<file path="config.mk">
export PLATFORM = sky130hd
export DESIGN_NAME = multi_lane_staged_mac
export DESIGN_NICKNAME = d
export VERILOG_FILES = /design/src/rtl/multi_lane_staged_mac.sv
export SDC_FILE = /design/constraint.sdc
export NUM_CORES = 2
export LEC_CHECK = 0
export BUFFER_PORTS_ARGS = -buffer_cell sky130_fd_sc_hd__buf_2
export CORE_ASPECT_RATIO = 1.1
export CORE_MARGIN = 3
export CORE_UTILIZATION = 66
export CTS_CLUSTER_SIZE = 14
export DETAILED_ROUTE_END_ITERATION = 10
export PLACE_DENSITY = 0.85
export REMOVE_ABC_BUFFERS = 1
export SETUP_SLACK_MARGIN = 0.1
export SYNTH_ARGS = -nofsm -noshare
export SYNTH_HDL_FRONTEND = slang
export SYNTH_SLANG_ARGS = --single-unit
</file>
<file path="constraint.sdc">
create_clock -name ACLK -period 27.3 [get_ports ACLK]
set_clock_uncertainty 0.2 [all_clocks]
set_input_delay 1.365 -clock ACLK [delete_from_list [all_inputs] [get_ports ACLK]]
set_output_delay 1.365 -clock ACLK [all_outputs]
set_load 0.005 [all_outputs]
</file>
<file path="src/rtl/multi_lane_staged_mac.sv">
// Multi-lane signed MAC with saturation, optional cross-lane reduction and a 2-entry result buffer.
// Ports: ACLK/ARESET, SD_AXIS_* operand stream in (bias beat then MAC beats), MO_AXIS_* result out.
module multi_lane_staged_mac #(
  parameter int C_DATA_WIDTH = 8,
  parameter int C_LANES      = 4,
  parameter int C_ACC_WIDTH  = 32
) (
  input  logic                               ACLK,
  input  logic                               ARESET,
  output logic                               SD_AXIS_TREADY,
  input  logic [C_LANES*2*C_DATA_WIDTH-1:0]  SD_AXIS_TDATA,
  input  logic                               SD_AXIS_TVALID,
  input  logic                               SD_AXIS_TLAST,
  input  logic                               SD_AXIS_TUSER,
  input  logic [7:0]                         SD_AXIS_TID,
  output logic                               MO_AXIS_TVALID,
  output logic [C_LANES*C_ACC_WIDTH-1:0]     MO_AXIS_TDATA,
  output logic                               MO_AXIS_TLAST,
  output logic [C_LANES-1:0]                 MO_AXIS_TUSER,
  output logic [7:0]                         MO_AXIS_TID,
  input  logic                               MO_AXIS_TREADY
);

  localparam int W  = C_DATA_WIDTH;
  localparam int L  = C_LANES;
  localparam int A  = C_ACC_WIDTH;
  localparam int PW = 2 * W;
  localparam int RW = A + $clog2(L);

  localparam logic [A-1:0] ACC_MAX = {1'b0, {(A-1){1'b1}}};
  localparam logic [A-1:0] ACC_MIN = {1'b1, {(A-1){1'b0}}};
  localparam logic signed [RW-1:0] RED_MAX =
    {{(RW-A+1){1'b0}}, {(A-1){1'b1}}};
  localparam logic signed [RW-1:0] RED_MIN =
    {{(RW-A+1){1'b1}}, {(A-1){1'b0}}};

  typedef enum logic {BIAS, MAC} state_t;

  state_t              state_q, state_d;
  logic [L-1:0][A-1:0] acc_q, acc_d;
  logic [L-1:0]        ovf_q, ovf_d;
  logic                mode_q, mode_d;
  logic [7:0]          tag_q, tag_d;

  logic [1:0][L*A-1:0] fd_q, fd_d;
  logic [1:0][L-1:0]   fu_q, fu_d;
  logic [1:0][7:0]     ft_q, ft_d;
  logic [1:0]          cnt_q, cnt_d;

  logic [L-1:0][A-1:0] mac_val, bias_val;
  logic [L-1:0]        mac_sat;
  logic                accept, push, pop;

  logic signed [RW-1:0] red_sum;
  logic                 red_sat;
  logic [A-1:0]         red_val;
  logic [L*A-1:0]       new_d;
  logic [L-1:0]         new_u;

  for (genvar k = 0; k < L; k++) begin : g_lane
    logic [PW-1:0]        slot;
    logic signed [PW-1:0] prod;
    logic [A:0]           sum;
    assign slot = SD_AXIS_TDATA[k*PW +: PW];
    assign prod = $signed(slot[PW-1:W]) * $signed(slot[W-1:0]);
    // One guard bit: sign and guard disagree exactly on overflow.
    assign sum = {acc_q[k][A-1], acc_q[k]}
               + {{(A+1-PW){prod[PW-1]}}, prod};
    assign mac_sat[k] = sum[A] ^ sum[A-1];
    assign mac_val[k] = mac_sat[k] ? (sum[A] ? ACC_MIN : ACC_MAX)
                                   : sum[A-1:0];
    assign bias_val[k] = {{(A-PW){slot[PW-1]}}, slot};
  end

  assign SD_AXIS_TREADY = !ARESET && (cnt_q != 2'd2);
  assign accept = SD_AXIS_TVALID && SD_AXIS_TREADY;
  assign pop    = (cnt_q != 2'd0) && MO_AXIS_TREADY;

  always_comb begin
    state_d = state_q;
    acc_d   = acc_q;
    ovf_d   = ovf_q;
    mode_d  = mode_q;
    tag_d   = tag_q;
    push    = 1'b0;
    if (accept) begin
      unique case (state_q)
        BIAS: begin
          acc_d  = bias_val;
          ovf_d  = '0;
          mode_d = SD_AXIS_TUSER;
          tag_d  = SD_AXIS_TID;
          if (SD_AXIS_TLAST) push = 1'b1;
          else state_d = MAC;
        end
        MAC: begin
          acc_d = mac_val;
          ovf_d = ovf_q | mac_sat;
          if (SD_AXIS_TLAST) begin
            push    = 1'b1;
            state_d = BIAS;
          end
        end
        default: state_d = BIAS;
      endcase
    end
  end

  // Reduction is taken over the freshly updated lane values.
  always_comb begin
    red_sum = '0;
    for (int k = 0; k < L; k++) begin
      red_sum = red_sum + RW'($signed(acc_d[k]));
    end
    red_sat = (red_sum > RED_MAX) || (red_sum < RED_MIN);
    if (!red_sat) red_val = red_sum[A-1:0];
    else if (red_sum[RW-1]) red_val = ACC_MIN;
    else red_val = ACC_MAX;
    new_d = acc_d;
    new_u = ovf_d;
    if (mode_d) begin
      new_d          = '0;
      new_d[A-1:0]   = red_val;
      new_u          = '0;
      new_u[0]       = (|ovf_d) || red_sat;
    end
  end

  // Slot 0 is always the head; push never happens at count 2.
  always_comb begin
    fd_d  = fd_q;
    fu_d  = fu_q;
    ft_d  = ft_q;
    cnt_d = cnt_q;
    if (push && pop) begin
      if (cnt_q == 2'd1) begin
        fd_d[0] = new_d;
        fu_d[0] = new_u;
        ft_d[0] = tag_d;
      end else begin
        fd_d[0] = fd_q[1];
        fu_d[0] = fu_q[1];
        ft_d[0] = ft_q[1];
        fd_d[1] = new_d;
        fu_d[1] = new_u;
        ft_d[1] = tag_d;
      end
    end else if (pop) begin
      fd_d[0] = fd_q[1];
      fu_d[0] = fu_q[1];
      ft_d[0] = ft_q[1];
      cnt_d   = cnt_q - 2'd1;
    end else if (push) begin
      if (cnt_q == 2'd0) begin
        fd_d[0] = new_d;
        fu_d[0] = new_u;
        ft_d[0] = tag_d;
      end else begin
        fd_d[1] = new_d;
        fu_d[1] = new_u;
        ft_d[1] = tag_d;
      end
      cnt_d = cnt_q + 2'd1;
    end
  end

  always_ff @(posedge ACLK or posedge ARESET) begin
    if (ARESET) begin
      state_q <= BIAS;
      acc_q   <= '0;
      ovf_q   <= '0;
      mode_q  <= 1'b0;
      tag_q   <= '0;
      fd_q    <= '0;
      fu_q    <= '0;
      ft_q    <= '0;
      cnt_q   <= '0;
    end else begin
      state_q <= state_d;
      acc_q   <= acc_d;
      ovf_q   <= ovf_d;
      mode_q  <= mode_d;
      tag_q   <= tag_d;
      fd_q    <= fd_d;
      fu_q    <= fu_d;
      ft_q    <= ft_d;
      cnt_q   <= cnt_d;
    end
  end

  assign MO_AXIS_TVALID = (cnt_q != 2'd0);
  assign MO_AXIS_TLAST  = MO_AXIS_TVALID;
  assign MO_AXIS_TDATA  = fd_q[0];
  assign MO_AXIS_TUSER  = fu_q[0];
  assign MO_AXIS_TID    = ft_q[0];

endmodule

</file>
Word level (Yosys, flattened, before mapping)
Index checks and enable logic that the tools add are counted.
{"block": "word_totals", "ramBits": 0, "n_memories": 0, "word_cells": 108, "rom_bits": 0, "register_bits": 424, "latchBits": 0}
{"block": "op_classes", "eq_ne": 5, "shift": 0, "div_mod_pow": 0, "reduce_logical": 17, "n_addsub": 9, "multipliers": 4, "n_lt_le_gt_ge": 2, "bitwise_logic": 7, "n_mux": 49}
{"cell": "128-bit two-way mux", "count": 8}
{"cell": "256-bit two-way mux", "count": 2}
{"cell": "32-bit two-way mux", "count": 10}
{"cell": "128-bit one-hot mux with 2 select lines", "count": 1}
{"cell": "32-bit by 16-bit adder with 33-bit output", "count": 4}
{"cell": "8-bit two-way mux", "count": 10}
{"cell": "8-bit by 8-bit multiplier with 16-bit output", "count": 4}
{"cell": "33-bit by 32-bit adder with 34-bit output", "count": 1}
{"cell": "34-bit by 32-bit adder with 34-bit output", "count": 1}
{"cell": "34-bit by 32-bit > comparator with 1-bit output (second input constant)", "count": 1}
{"cell": "34-bit by 32-bit less-than comparator with 1-bit output (second input constant)", "count": 1}
{"cell": "32-bit by 32-bit adder with 33-bit output", "count": 1}
{"cell": "16-bit two-way mux", "count": 2}
{"cell": "4-bit two-way mux", "count": 8}
{"cell": "4-bit one-hot mux with 2 select lines", "count": 1}
{"cell": "2-bit != test (second input constant)", "count": 3}
{"cell": "2-bit nonzero test", "count": 3}
{"cell": "3-bit nonzero test", "count": 2}
{"cell": "1-bit two-way mux", "count": 5}
{"cell": "1-bit logical AND", "count": 4}
{"cell": "2-bit two-way mux", "count": 2}
{"cell": "4-bit OR", "count": 1}
{"cell": "2-bit AND reduction", "count": 2}
{"cell": "4-bit AND reduction", "count": 1}
{"cell": "other kinds (10)", "count": 15}

Depth between registers and ports, before layout
{"block": "depth", "depth_word": 17, "depth_mapped": 48}

Worst setup path before layout
No wires, ideal clock.
{"block": "synth_path", "kind": "input port to flip-flop", "start": "in SD_AXIS_TDATA[31]", "end": "reg fu_q, in the netlist MO_AXIS_TUSER[0]", "required_ns": 26.965, "stages": 44, "setup_slack_ns": 14.599, "path_buffers": 2, "setup_ns": 0.135, "arrival_time_ns": 12.366, "path_cell_list": "clkbuf_1 -> and2_1 -> inv_1 -> fa_1 -> inv_1 -> fa_1 -> fa_1 -> fa_1 -> inv_1 -> fa_1 -> inv_1 -> ha_1 -> o21ai_0 -> o21a_1 -> or4_1 -> o211ai_2 -> a31oi_2 -> a21oi_1 -> [8 not listed] -> a21oi_2 -> inv_1 -> fa_1 -> inv_1 -> fa_1 -> ha_1 -> fa_1 -> a21oi_1 -> o221ai_1 -> a21oi_1 -> o41ai_2 -> nand2_1 -> o21ai_1 -> xnor2_1 -> mux2i_2 -> and2_1 -> nor4b_1 -> o31ai_1"}
{"item": "start, declared", "line_no": "11", "source": "input logic [C_LANES*2*C_DATA_WIDTH-1:0] SD_AXIS_TDATA,"}
{"item": "end signal, assigned", "line_no": "185", "source": "fu_q <= fu_d;"}
{"item": "end, declared", "line_no": "46", "source": "logic [1:0][L-1:0] fu_q, fu_d;"}

Worst setup path after layout
{"block": "layout_path", "start": "in SD_AXIS_TDATA[15]", "end": "reg fu_q, in the netlist MO_AXIS_TUSER[0]"}
{"block": "layout_between", "elab_chain_len": 17}
{"item": "8-bit by 8-bit multiplier with 16-bit output", "line_no": "65", "source": "assign prod = $signed(slot[PW-1:W]) * $signed(slot[W-1:0]);"}
{"item": "32-bit by 16-bit adder with 33-bit output", "line_no": "68", "source": "+ {{(A+1-PW){prod[PW-1]}}, prod};"}
{"item": "32-bit two-way mux or 1-bit bitwise XOR (tied branches)", "line_no": "70, 69"}
{"item": "32-bit two-way mux", "line_no": "70", "source": "assign mac_val[k] = mac_sat[k] ? (sum[A] ? ACC_MIN : ACC_MAX)"}
{"item": "128-bit one-hot mux with 2 select lines", "line_no": "87", "source": "unique case (state_q)"}
{"item": "128-bit two-way mux", "line_no": "86", "source": "if (accept) begin"}
{"item": "32-bit by 32-bit adder with 33-bit output", "line_no": "113", "source": "red_sum = red_sum + RW'($signed(acc_d[k]));"}
{"item": "33-bit by 32-bit adder with 34-bit output", "line_no": "113"}
{"item": "34-bit by 32-bit adder with 34-bit output", "line_no": "113"}
{"item": "34-bit by 32-bit > comparator with 1-bit output or 34-bit by 32-bit less-than comparator with 1-bit output (tied branches)", "line_no": "115", "source": "red_sat = (red_sum > RED_MAX) || (red_sum < RED_MIN);"}
{"item": "1-bit logical OR", "line_no": "115"}
{"item": "1-bit logical OR", "line_no": "125", "source": "new_u[0] = (|ovf_d) || red_sat;"}
{"item": "4-bit two-way mux *", "line_no": "121", "source": "if (mode_d) begin"}
{"item": "4-bit two-way mux", "line_no": "154", "source": "if (cnt_q == 2'd0) begin"}
{"item": "8-bit two-way mux", "line_no": "153", "source": "end else if (push) begin"}
{"item": "4-bit two-way mux", "line_no": "148", "source": "end else if (pop) begin"}
{"item": "8-bit two-way mux *", "line_no": "135", "source": "if (push && pop) begin"}
Mark *: on every way between the ends. The rest lies on a longest branch, timed or not. The select of a mux whose other input is x is not followed.
A chain may end at the register's enable or synchronous reset.

==> results.yml <==
run_status:
  outcome: "complete, no violations"
synthesis:
  synth.cell_area_sq_um: 46000
  yosys.area.top_type: "fa_1"
  ys_seq_area_share_pct: 23.1
  ys_seq_elements: 424
  synth_cell_types: 101
  synth_edf_count: 0
  netlist.area_leader.share_pct: 27.2
  synthFlopType: "dfrtp_1"
  synth_area_per_cell_sq_um: 9.40
  synth_area_leaders: "fa_1 27%, dfrtp_1 23%, ha_1 9.0%, inv_1 6.1%, a21oi_1 4.1%"
  synth_common_cells: "744 x inv_1, 625 x fa_1, 424 x dfrtp_1"
  async_flop_share_pct: 100
  ys_warn_count: 0
  yosysMostFrequentCell: "inv_1"
  syn_inst: 4892
route:
  drt_first_pass_iters: 5
  ant_nets: 0
  routedWlPerCell_microns: 22.3
  wirelength_mm: 130
  drc: 0
  routed_via_density: 6.24
  num_vias: 36266
  drtIter0Drc: 3186
global_routing:
  grt_pass1_vias: 37437
  grt_pass1_wl_mm: 205
  grt_overflow: 0
  grt_antenna_before_repair: 1
  grt_max_degree: 178
  grtUsageTotal_pct: 36.1
timing:
  finalHoldViolCount: 0
  tightest_slew_ns: 1.14
  final.setup.tns_ns: 0
  finalCritPeriodShare_pct: 53.3
  rsz0062_at_grt: "no"
  fmax_mhz: 68.7
  min_period_ns: 14.55
  setup_viol: 0
  slew_viol_final: 0
  slew_headroom_pct: 23.9
critical_path:
  cpMaxStageDelayCell: "mux2i_4"
  r2r_cells: 39
  worstSetupEndpointType: "flop"
  critPathLaunch: "SD_AXIS_TDATA[15]"
  reg2reg_to: "MO_AXIS_TUSER[0]$_DFFE_PP0P_"
  slowest_delay_ns: 1.00
  worstSetupStartpointType: "input port"
  worst_path_most_repeated_cell: "fa_1"
  cp.arrival_ns: 14.78
  crit_type: "in2reg"
  worstPathRequired_ns: 27.53
  reg2reg_slack_ns: 14.24
  rr_startpoint: "acc_q[6]$_DFF_PP0_"
  crit_path_end: "MO_AXIS_TUSER[0]$_DFFE_PP0P_"
  crit_fanout: 35
clock_tree:
  cts_buffer_depth: 3
  post-cts-setup-buffers: 0
  clock-sinks: 424
  postCtsHoldBufs: 0
  cts.clk_slew.worst_paths_ns: 0.06
  cts_max_level: 2
  clock_latency_ns: 0.58
  cts_tree: "built"
  cts_root_buf: "clkbuf_16"
  cts_buffers: 43
  ctsResizeCount: 0
floorplanning:
  die_h_microns: 283
  ios: 221
  dieArea_sq_um: 72900
  die_width_microns: 258
  core_sq_um: 68300
  fp-row-count: 100
  start_util_pct: 67.3
finish:
  syn_to_final_growth_pct: 5.01
  final_nets: 5893
  drive_above_1_share_pct: 8.71
  fill_cells: 5053
placement:
  io_buffers: 220
  gp_congestion: 1.01
  hpwl_mm: 99.9
run:
  drv_cap: 0
min_path:
  holdCritPathClass: "reg2reg"
## critical path, delay by kind of cell
| kind | cells | cell delay, ns |
|---|---|---|
| AND/OR/NAND/NOR | 8 | 2.39 |
| XOR/XNOR | 1 | 0.54 |
| buffers and inverters | 8 | 1.25 |
| multiplexers | 1 | 1.00 |
| adder cells (fa/ha/maj) | 10 | 4.45 |
| AO/OA/AOI/OAI | 13 | 3.75 |
## logic make-up after synthesis
group	count (synthesis)	synth area share, %
compound gates	1122	15.9
buf+inv	1091	10.2
fa+ha+maj	955	36.2
flops	424	23.1
xor+xnor	138	2.63
mux	21	0.484
simple gates	1141	11.6
## how the worst min path moves through the flow
stage | from | to | slack, ns | cells past startpoint
after floorplan | fd_q[224]$_DFFE_PP0P_ | fd_q[224]$_DFFE_PP0P_ | 0.24 | 2
after global placement | fd_q[166]$_DFFE_PP0P_ | fd_q[166]$_DFFE_PP0P_ | 0.25 | 2
after detailed placement | fd_q[224]$_DFFE_PP0P_ | fd_q[224]$_DFFE_PP0P_ | 0.26 | 2
after CTS | fd_q[224]$_DFFE_PP0P_ | fd_q[224]$_DFFE_PP0P_ | 0.27 | 2
after global routing | fd_q[171]$_DFFE_PP0P_ | fd_q[171]$_DFFE_PP0P_ | 0.29 | 2
final | fd_q[224]$_DFFE_PP0P_ | fd_q[224]$_DFFE_PP0P_ | 0.27 | 2
## registers in the layout, indices dropped and copies added, names as in the netlist
signal / count
MO_AXIS_TUSER: 4
tag_q: 8
state_q: 1
cnt_q: 2
MO_AXIS_TID: 8
mode_q: 1
ft_q: 8
acc_q: 128
MO_AXIS_TDATA: 128
fd_q: 128
ovf_q: 4
fu_q: 4
## through the flow
stage / area, sq um / std cells / setup slack [ns] / utilization, % / hold WS (ns)
detailed placement: 46800 / 5734 / 12.40 / 68.5 / 0.260
floorplan: 44100 / 4550 / 12.86 / - / 0.239
CTS: 48300 / 5810 / 12.92 / 70.7 / 0.273
finish: 48300 / 5811 / 12.75 / 70.7 / 0.273
global placement: 46800 / 5734 / 12.56 / 68.5 / 0.252
global route: 48300 / 5810 / 11.92 / 70.7 / 0.287
## cell type report
cell class / count / area (sq um) / share of cell area, %
Sequential cell: 424 / 10600 / 22.0
Clock inverter: 14 / 191 / 0.396
Clock buffer: 62 / 1280 / 2.65
Tap cell: 918 / 1150 / 2.38
Timing Repair Buffer: 266 / 1460 / 3.02
Multi-Input combinational cell: 3377 / 30800 / 63.7
Antenna cell: 1 / 2.50 / 0.00518
Inverter: 749 / 2820 / 5.84
## per-layer routing
metal | track usage, % | share of wire (%) | up-vias
met5 | 0 | 0 | -
met4 | 20.0 | 6.8 | 0
met3 | 7.08 | 9.6 | 450
met2 | 57.9 | 46 | 1905
met1 | 46.6 | 37 | 18004
li1 | - | - | 15907
## cell usage in the layout (no fill, tap or decap), types with 77 or more instances in the layout
cell type,n
inv_1,742
fa_1,625
dfrtp_1,423
nand2_1,390
a21oi_1,377
ha_1,329
nor2_1,295
o21ai_0,230
buf_2,220
and2_1,131
xnor2_1,87
nand3_1,77
Power is not shown: default switching activity piles up to over one toggle a cycle in this logic, so the estimate is an artifact.
